**src/rtl/uart_pkg.sv**
```systemverilog
// uart_pkg: shared types and constants for the buffered UART transmitter.
//   uart_tx_state_t - serialiser FSM states
//   UART_DATA_W     - payload bits per UART frame
package uart_pkg;

   typedef enum logic [1:0] {IDLE, START, DATA, STOP} uart_tx_state_t;

   localparam int UART_DATA_W = 8;

endpackage

```
**src/rtl/sync_fifo.sv**
```systemverilog
// sync_fifo: single-clock FIFO with first-word-fall-through read data.
//   clk, rst  - clock, asynchronous active-high reset
//   wr_en     - push wr_data when not full (writes while full are ignored)
//   wr_data   - entry to push
//   rd_en     - pop the head when not empty
//   rd_data   - current head, valid while empty is low
//   full      - DEPTH entries held
//   empty     - no entries held
//   level     - current occupancy
module sync_fifo #(
   parameter int unsigned WIDTH = 8,
   parameter int unsigned DEPTH = 16
) (
   input  logic                       clk,
   input  logic                       rst,
   input  logic                       wr_en,
   input  logic [WIDTH-1:0]           wr_data,
   input  logic                       rd_en,
   output logic [WIDTH-1:0]           rd_data,
   output logic                       full,
   output logic                       empty,
   output logic [$clog2(DEPTH+1)-1:0] level
);

   localparam int unsigned PTR_W = $clog2(DEPTH);
   localparam int unsigned LVL_W = $clog2(DEPTH + 1);

   logic [WIDTH-1:0] mem [DEPTH];
   logic [PTR_W-1:0] wr_ptr_q, rd_ptr_q;
   logic [LVL_W-1:0] level_q, level_d;
   logic             push, pop;

   // full/empty come straight from the registered count, so a pop in the
   // same cycle never makes room for a write.
   assign full    = (level_q == LVL_W'(DEPTH));
   assign empty   = (level_q == '0);
   assign level   = level_q;
   assign push    = wr_en && !full;
   assign pop     = rd_en && !empty;
   assign rd_data = mem[rd_ptr_q];

   always_comb begin
      level_d = level_q;
      if (push && !pop) begin
         level_d = level_q + 1'b1;
      end else if (pop && !push) begin
         level_d = level_q - 1'b1;
      end
   end

   always_ff @(posedge clk or posedge rst) begin
      if (rst) begin
         wr_ptr_q <= '0;
         rd_ptr_q <= '0;
         level_q  <= '0;
      end else begin
         if (push) wr_ptr_q <= wr_ptr_q + 1'b1;
         if (pop)  rd_ptr_q <= rd_ptr_q + 1'b1;
         level_q <= level_d;
      end
   end

   // Storage needs no reset; only the pointers define what is valid.
   always_ff @(posedge clk) begin
      if (push) mem[wr_ptr_q] <= wr_data;
   end

endmodule

```
**src/rtl/uart_tx_fifo.sv**
```systemverilog
// uart_tx_fifo: buffered 8N1 UART transmitter fed by a core store strobe.
//   clk, rst  - clock, asynchronous active-high reset
//   wr_en     - store strobe, one byte queued per cycle high
//   wr_data   - store data, only [7:0] is transmitted
//   ovf_clr   - clears the sticky overflow flag (a same-cycle drop wins)
//   txd       - registered serial output, idle high
//   full      - FIFO holds FIFO_DEPTH bytes
//   idle      - FIFO empty and serialiser idle
//   overflow  - sticky, a write was dropped because the FIFO was full
//   level     - FIFO occupancy
module uart_tx_fifo
   import uart_pkg::*;
#(
   parameter int unsigned CLKS_PER_BIT = 868,
   parameter int unsigned FIFO_DEPTH   = 16
) (
   input  logic                            clk,
   input  logic                            rst,
   input  logic                            wr_en,
   input  logic [31:0]                     wr_data,
   input  logic                            ovf_clr,
   output logic                            txd,
   output logic                            full,
   output logic                            idle,
   output logic                            overflow,
   output logic [$clog2(FIFO_DEPTH+1)-1:0] level
);

   localparam int unsigned CNT_W = $clog2(CLKS_PER_BIT);

   uart_tx_state_t         state_q, state_d;
   logic [CNT_W-1:0]       cnt_q, cnt_d;
   logic [2:0]             idx_q, idx_d;
   logic [UART_DATA_W-1:0] sh_q, sh_d;
   logic [UART_DATA_W-1:0] head;
   logic                   txd_q, txd_d;
   logic                   ovf_q, ovf_d;
   logic                   pop, empty, last_tick;
   logic                   unused_wr_hi;

   assign unused_wr_hi = ^wr_data[31:UART_DATA_W];

   sync_fifo #(
      .WIDTH (UART_DATA_W),
      .DEPTH (FIFO_DEPTH)
   ) u_fifo (
      .clk     (clk),
      .rst     (rst),
      .wr_en   (wr_en),
      .wr_data (wr_data[UART_DATA_W-1:0]),
      .rd_en   (pop),
      .rd_data (head),
      .full    (full),
      .empty   (empty),
      .level   (level)
   );

   assign last_tick = (cnt_q == CNT_W'(CLKS_PER_BIT - 1));

   always_comb begin
      state_d = state_q;
      cnt_d   = cnt_q + 1'b1;
      idx_d   = idx_q;
      sh_d    = sh_q;
      pop     = 1'b0;
      unique case (state_q)
         IDLE: begin
            cnt_d = '0;
            if (!empty) begin
               pop     = 1'b1;
               sh_d    = head;
               state_d = START;
            end
         end
         START: begin
            if (last_tick) begin
               cnt_d   = '0;
               idx_d   = '0;
               state_d = DATA;
            end
         end
         DATA: begin
            if (last_tick) begin
               cnt_d = '0;
               if (idx_q == 3'd7) begin
                  state_d = STOP;
               end else begin
                  idx_d = idx_q + 1'b1;
               end
            end
         end
         STOP: begin
            if (last_tick) begin
               cnt_d = '0;
               // Chain straight into the next start bit when more is queued.
               if (!empty) begin
                  pop     = 1'b1;
                  sh_d    = head;
                  state_d = START;
               end else begin
                  state_d = IDLE;
               end
            end
         end
         default: state_d = IDLE;
      endcase
   end

   // Line level follows the state one cycle later through the output flop.
   always_comb begin
      txd_d = 1'b1;
      unique case (state_q)
         START:   txd_d = 1'b0;
         DATA:    txd_d = sh_q[idx_q];
         default: txd_d = 1'b1;
      endcase
   end

   // A dropped write takes priority over a clear in the same cycle.
   always_comb begin
      ovf_d = ovf_q;
      if (wr_en && full) begin
         ovf_d = 1'b1;
      end else if (ovf_clr) begin
         ovf_d = 1'b0;
      end
   end

   always_ff @(posedge clk or posedge rst) begin
      if (rst) begin
         state_q <= IDLE;
         cnt_q   <= '0;
         idx_q   <= '0;
         sh_q    <= '0;
         txd_q   <= 1'b1;
         ovf_q   <= 1'b0;
      end else begin
         state_q <= state_d;
         cnt_q   <= cnt_d;
         idx_q   <= idx_d;
         sh_q    <= sh_d;
         txd_q   <= txd_d;
         ovf_q   <= ovf_d;
      end
   end

   assign txd      = txd_q;
   assign overflow = ovf_q;
   assign idle     = empty && (state_q == IDLE);

endmodule

```
**config.mk**
```make
export PLATFORM = sky130hd
export DESIGN_NAME = uart_tx_fifo
export DESIGN_NICKNAME = d
export VERILOG_FILES = /design/src/rtl/uart_pkg.sv /design/src/rtl/sync_fifo.sv /design/src/rtl/uart_tx_fifo.sv
export SDC_FILE = /design/constraint.sdc
export NUM_CORES = 1
export LEC_CHECK = 0
export ABC_AREA = 1
export BUFFER_PORTS_ARGS = -buffer_cell sky130_fd_sc_hd__buf_2
export CAP_MARGIN = 20
export CORE_MARGIN = 3
export CORE_UTILIZATION = 43
export CTS_CLUSTER_DIAMETER = 150
export DETAILED_ROUTE_END_ITERATION = 8
export GPL_ROUTABILITY_DRIVEN = 0
export PLACE_DENSITY = 0.61
export SETUP_SLACK_MARGIN = 0.05
export SYNTH_ARGS = -nofsm -noshare
export SYNTH_HDL_FRONTEND = slang
export SYNTH_SLANG_ARGS = --single-unit
```
**constraint.sdc**
```tcl
create_clock -name clk -period 5.1 [get_ports clk]
set_input_delay 1.53 -clock clk [delete_from_list [all_inputs] [get_ports clk]]
set_output_delay 1.53 -clock clk [all_outputs]
set_load 0.05 [all_outputs]
```
==> results of run 1 <==
## synthesized netlist by cell type, types with 2 or more instances
cell / count
a31oi_1: 2
nor3_1: 16
nand2_1: 239
nand2_2: 4
inv_2: 3
buf_2: 16
edfxtp_1: 128
o21ai_0: 14
nor3b_1: 2
or2_2: 2
nand3_1: 117
a21oi_1: 9
nor2_1: 24
inv_1: 132
clkbuf_1: 4
buf_4: 7
xor2_1: 8
dfrtp_1: 37
ha_1: 18
o211ai_1: 2
## final cells by class
class,instances,area share [%]
clock buffers,19,4.97
clock inverters,13,1.65
inverters,136,5.86
multi-input cells,469,26.2
flip-flops and latches,166,55.1
well taps,225,3.23
repair buffers,40,3.05
## tightest hold or removal path: cells and delay by family (launching register included)
kind          cells  cell delay [ns]
simple gates      2             0.11
flops             1             0.34
## per-stage QoR
stage | worst slack, ns | cells | instance area [sq um] | power, W | utilization, %
5_1_grt | 1.56 | 1068 | 8710 | 0.00358 | 49.8
3_5_place_dp | 1.52 | 1030 | 8070 | 0.00217 | 46.2
6_report | 1.73 | 1068 | 8710 | 0.00342 | 49.8
2_1_floorplan | 1.94 | 799 | 7740 | 0.00201 | -
4_1_cts | 1.71 | 1062 | 8650 | 0.00344 | 49.5
3_3_place_gp | 1.54 | 1029 | 8070 | 0.00216 | 46.2
## layer usage
metal,up-vias,part of all wire [%]
li1,2638,-
met2,109,49
met3,27,4.1
met4,0,2.2
met5,-,0
met1,2453,45
## power groups by stage
| stage | Combinational [W] | Clock [W] | Sequential [W] |
|---|---|---|---|
| 6_report | 0.000498 | 0.00127 | 0.00165 |
| 5_1_grt | 0.000561 | 0.00135 | 0.00166 |
| 4_1_cts | 0.000496 | 0.00129 | 0.00165 |
| 3_5_place_dp | 0.000493 | 0 | 0.00168 |
| 3_3_place_gp | 0.000480 | 0 | 0.00168 |
| 2_1_floorplan | 0.000267 | 0 | 0.00174 |
## flip-flops by register name (all words and copies together) (netlist names)
signal	flops
overflow	1
cnt_q	10
u_fifo.level	5
u_fifo.rd_ptr_q	4
txd	1
u_fifo.mem	128
u_fifo.wr_ptr_q	4
sh_q	8
idx_q	3
state_q	2
## logic make-up after synthesis
family                   after synthesis
flip-flops                           166
XOR/XNOR                               9
AO/OA/AOI/OAI                         30
AND/OR/NAND/NOR                      411
buffers and inverters                164
adder cells (fa/ha/maj)               19
## worst paths after layout
path | start | end | depth (start not counted)
worst max-delay path | state_q[0] | idle | 5
worst min-delay path | sh_q[1] | sh_q[1] | 2
worst max register to register | state_q[0] | u_fifo.level[4] | 15
worst min register to register | sh_q[1] | sh_q[1] | 2
max in group asynchronous | rst | txd | 3
min in group asynchronous | rst | u_fifo.level[3] | 2
==> metrics.md, run 1 <==
| Metric | Value |
|---|---|
| Outcome | `finished clean` |
| Pins Over Slew Limit | `0` |
| Sequential share of power | `48.2%` |
| Syn. warnings | `0` |
| Met2 usage | `between 20% and 30%` |
| Setup CP Type | `reg2out` |
| Number of diodes | `0` |
| Synth top area share | `roughly half` |
| Total die area | `19,600 sq um` |
| Max_cap viols | `0` |
| Chip Width | `140 um` |
| Crit-path leading delay family | `buffers and inverters` |
| Total track usage | `between 10% and 20%` |
| Initial antenna violation count | `0` |
| Final net count | `885` |
| Adder-cell share of the synthesized area | `3.17%` |
| GRT Residual Overflow | `0` |
| GR Util met3 | `3.58%` |
| Largest net degree at the start of global routing | `41` |
| Arrival time at the worst endpoint | `~1.8 ns` |
| Final Setup Violations | `0` |
| TNS Setup | `0 ns` |
| Busiest grt layer | `met2` |
| CP required | `about 3.6 ns` |
| Post-route minimum period | `3.37 ns` |
| Largest cells by area after synthesis | `edfxtp_1 (50%), dfrtp_1 (12%), nand2_1 (12%)` |
| Net Switching | `0.000963 W` |
| Mapped Area | `roughly 7700 sq um` |
| FF-to-FF setup slack | `around 2.1 ns` |
| Clk buf depth | `2` |
| Clk slew on worst S/H paths | `approximately 0.07 ns` |
| Leakage | `just under 4 nW` |
| Grt met1 use | `23.0%` |
| Relative slew slack | `49.6%` |
| Max rail drop VDD | `260 uV` |
| #FFs+latches synth | `166` |
| Slowest CP cell | `dfrtp_1` |
| Fmax | `297 MHz` |
| Cell-internal power | `0.00246 W` |
| Buf/Inv on CP | `3` |
| Core Area | `about 17,000 sq um` |
| Sequential fraction of the synthesis area | `62.0%` |
| Critical Path End Type | `primary output` |
| Crit-path cells | `inv_1 > ha_1 > inv_1 > nor2_1 > buf_2` |
| Mux cell area share after synthesis | `0%` |
| Per-cell routed wire length | `15.5 um` |
| CTS tree | `done` |
| Mapped Cells | `about 800` |
| First-pass GRT wire length | `between 20 and 30 mm` |
| Commonest non-fill, non-tap cell in the layout | `nand2_1` |
| Mapped Nets | `854` |
| Post-Synth XOR/XNOR Area | `around 1%` |
| Storage cell area | `4800 sq um` |
| Vias | `5,227` |
| Min Hold Slack | `0.478 ns` |
| Final ANT Viol Nets | `0` |
| Fillers | `1,618` |
| Number of synthesized flops with an enable pin | `128` |
| Root Buffer | `clkbuf_16` |
| Period utilisation layout | `between 60% and 70%` |
| Sw frac | `28.1%` |
| Io pins | `45` |
| Slew @ Worst Pin | `0.754 ns` |
| Final hold viol count | `0` |
| Initial Util | `44.3%` |
| Area growth syn-to-layout | `12.6%` |
| Largest area contributor in the netlist | `edfxtp_1` |
| RSZ-0062 raised after global routing | `false` |
| Count of cell types in the netlist | `35` |
| Post CTS Setup Buffer Count | `0` |
| Biggest cell delay along the critical path | `approximately 0.43 ns` |
| Share of post-route cells with drive strength above 1 | `10.3%` |
| Number of global-route vias before repair | `a little over 5,000` |
| Clk_lat worst skew | `about 0.43 ns` |
| 1st-pass router iterations | `5` |
| Largest family of logic cells by synthesized area | `simple AND/OR/NAND/NOR gates` |
| DR vias/cell | `4.89` |
| # port buffers | `20` |
| PwrDens | `393 nW/um^2` |
| Logic pwr share | `14.6%` |
| Die Ht | `about 140 um` |
| Fin Clk Skew | `approximately 0.015 ns` |
| Post-CTS Resized | `0` |
| TritonCTS buffer count | `17` |
| Post-synthesis simple-gate area fraction | `a little under a quarter` |
| Hold-fix buffers, CTS | `0` |
| Multi-input logic area | `2280 sq um` |
| Final wirelength | `16.6 mm` |
| Hold WC Path Type | `reg2reg` |
| Worst-path fanout max | `5` |
| CP Launch Type | `register` |
| Drc violations | `0` |
| Clk sink count | `166` |
| H-tree Lvls | `4` |
| Synth Area in Compound Gates | `2.25%` |
| Ys flop type | `edfxtp_1` |
| Commonest non-fill, non-tap cells in the layout | `nand2_1 (239), inv_1 (132), edfxtp_1 (128), nand3_1 (117), dfrtp_1 (36)` |
| Syn Area/Cell | `about 9.7 sq um` |
| Post-synth ARST share | `between 20% and 30%` |
| Clock power frac | `37.2%` |
| Most frequent CP cell | `inv_1` |
| Std-Cell Rows | `48` |
| Iter 0 DRT Violations | `502` |
| Post-detail-place hpwl | `around 10 mm` |
Note: power is estimated with default switching activity, not from simulation.
==> run 2, diff against run 1 <==
Settings changed: PLACE_DENSITY 0.61 to 0.63.
Clock period 5.1 ns to 2.87 ns, I/O delays scaled along.
==> metrics.md, run 2 (same netlist as run 1, synthesis figures left out) <==
| Metric | Value |
|---|---|
| Hold-fix buffers, CTS | `0 (unchanged)` |
| Clk buf depth | `2 (unchanged)` |
| Chip Width | `140 um (unchanged)` |
| Clk sink count | `166 (unchanged)` |
| First-pass GRT wire length | `26.2 mm (was 26.7 mm)` |
| GRT Residual Overflow | `0 (unchanged)` |
| Largest Register | `u_fifo.mem (unchanged)` |
| Busiest grt layer | `met2 (unchanged)` |
| Largest regs | `u_fifo.mem x128, cnt_q x10, sh_q x8 (unchanged)` |
| Clk slew on worst S/H paths | `0.06 ns (was 0.07 ns)` |
| Worst setup path startpoint | `state_q[1] (was state_q[0])` |
| GR Util met3 | `2.87% (was 3.58%)` |
| CP required | `2.01 ns (was 3.57 ns)` |
| Period utilisation layout | `91.9%` |
| Worst hold path startpoint | `sh_q[0] (was sh_q[1])` |
| Root Buffer | `clkbuf_16 (unchanged)` |
| CP Launch Type | `register (unchanged)` |
| Number of diodes | `0 (unchanged)` |
| Multi-input logic area | `2290 sq um (was 2280 sq um)` |
| Pins Over Slew Limit | `0 (unchanged)` |
| Max_cap viols | `0 (unchanged)` |
| Max reg flops | `128 (unchanged)` |
| Post-detail-place hpwl | `10.1 mm (was 10.2 mm)` |
| H-tree Lvls | `4 (unchanged)` |
| # port buffers | `20 (unchanged)` |
| Io pins | `45 (unchanged)` |
| PwrDens | `701 nW/um^2 (was 393 nW/um^2)` |
| Number of global-route vias before repair | `4,968 (was 5,098)` |
| Total power | `0.00620 W (was 0.00342 W)` |
| Leakage | `3.94 nW (was 3.88 nW)` |
| Vias | `5,228 (was 5,227)` |
| Share of post-route cells with drive strength above 1 | `12.3% (was 10.3%)` |
| Max rail drop VDD | `461 uV (was 260 uV)` |
| Post-route minimum period | `2.64 ns` |
| Clk_lat worst skew | `0.42 ns (was 0.43 ns)` |
| DR vias/cell | `4.83 (was 4.89)` |
| Fin Clk Skew | `0.00679 ns (was 0.0146 ns)` |
| Initial Util | `44.3% (unchanged)` |
| 1st-pass router iterations | `4 (was 5)` |
| Setup CP Type | `reg2out (unchanged)` |
| Critical Path End Type | `primary output (unchanged)` |
| Final ANT Viol Nets | `0 (unchanged)` |
| Per-cell routed wire length | `14.7 um (was 15.5 um)` |
| TNS Setup | `0 ns (unchanged)` |
| Area growth syn-to-layout | `14.4% (was 12.6%)` |
| Core Area | `17,500 sq um (unchanged)` |
| Fmax | `379 MHz` |
| Largest net degree at the start of global routing | `68 (was 41)` |
| Iter 0 DRT Violations | `399 (was 502)` |
| Grt met1 use | `23.3% (was 23.0%)` |
| Initial antenna violation count | `0 (unchanged)` |
| Met2 usage | `28.1% (was 29.5%)` |
| Commonest non-fill, non-tap cells in the layout | `nand2_1 (239), inv_1 (130), edfxtp_1 (128), nand3_1 (115), dfrtp_1 (36) (was nand2_1 (239), inv_1 (132), edfxtp_1 (128), nand3_1 (117), dfrtp_1 (36))` |
| Worst-path fanout max | `5 (unchanged)` |
| TritonCTS buffer count | `17 (unchanged)` |
| Final Setup Violations | `0 (unchanged)` |
| Storage cell area | `4800 sq um (unchanged)` |
| Commonest non-fill, non-tap cell in the layout | `nand2_1 (unchanged)` |
| RSZ-0062 raised after global routing | `false (unchanged)` |
| Total track usage | `17.2% (was 17.6%)` |
| Total die area | `19,600 sq um (unchanged)` |
| Hold WC Path Type | `reg2reg (unchanged)` |
| Drc violations | `0 (unchanged)` |
| Slew @ Worst Pin | `0.747 ns (was 0.754 ns)` |
| Worst R2R Start | `state_q[1] (was state_q[0])` |
| Relative slew slack | `50.2% (was 49.6%)` |
| CTS tree | `done (unchanged)` |
| Arrival time at the worst endpoint | `1.78 ns (was 1.84 ns)` |
| Final hold viol count | `0 (unchanged)` |
| Std-Cell Rows | `48 (unchanged)` |
| Fillers | `1,572 (was 1,618)` |
| Outcome | `finished clean (unchanged)` |
| Die Ht | `140 um (unchanged)` |
| Final net count | `899 (was 885)` |
| Final wirelength | `15.9 mm (was 16.6 mm)` |
## run 2: cell types whose count changed in the layout (fill, tap and decap cells not counted), sizes merged
cell and change:
buf +17, clkbuf -4, inv -4, bufinv +2
clkinv +2, clkinvlp +1
## run 2: timing repair
action,in CTS,in global routing
setup buffers,0,6
gates resized for setup,0,6
endpoints found under the setup margin,0,3
## run 2: stage by stage
stage,setup slack (ns),std cells,instance area [sq um],utilization [%],hold WS [ns]
detailed placement,0.0974,1044,8180,46.8,0.460
global placement,0.158,1044,8180,46.8,0.461
finish,0.231,1082,8850,50.6,0.474
CTS,0.0877,1076,8790,50.3,0.477
floorplan,0.0673,799,7740,-,0.444
global route,0.0715,1082,8850,50.6,0.509
## run 2: worst paths after layout
check,end,slack [ns],depth (start not counted)
max,idle,0.23,5
min,sh_q[0],0.47,2
max reg2reg,u_fifo.level[4],0.32,15
min reg2reg,sh_q[0],0.47,2
max in group asynchronous,u_fifo.rd_ptr_q[0],1.95,3
min in group asynchronous,u_fifo.level[4],0.55,3
## run 2: cell type report
type | instances | share of cell area (%)
clock buffer | 18 | 4.85
clock inverter | 14 | 2.06
inverter | 136 | 5.77
multi-input combinational | 469 | 25.9
sequential | 166 | 54.2
tap | 225 | 3.18
timing repair buffer | 54 | 4.02
## run 2: layer usage
layer	up-vias	share of wire (%)
met5	-	0
met4	0	2.0
met3	22	3.2
met2	83	48
met1	2455	46
li1	2668	-
## run 2: report_power, final
part	internal, W	leakage, nW	switching [W]
combinational	0.000262	2.03	0.000636
clock	0.00145	0.289	0.000923
sequential	0.00283	1.63	0.0000995
## run 2: critical path, cell delays in order (launching register included)
cell,delay (ns)
dfrtp_1,0.41
inv_1,0.12
ha_1,0.21
inv_1,0.14
nor2_1,0.18
buf_2,0.30
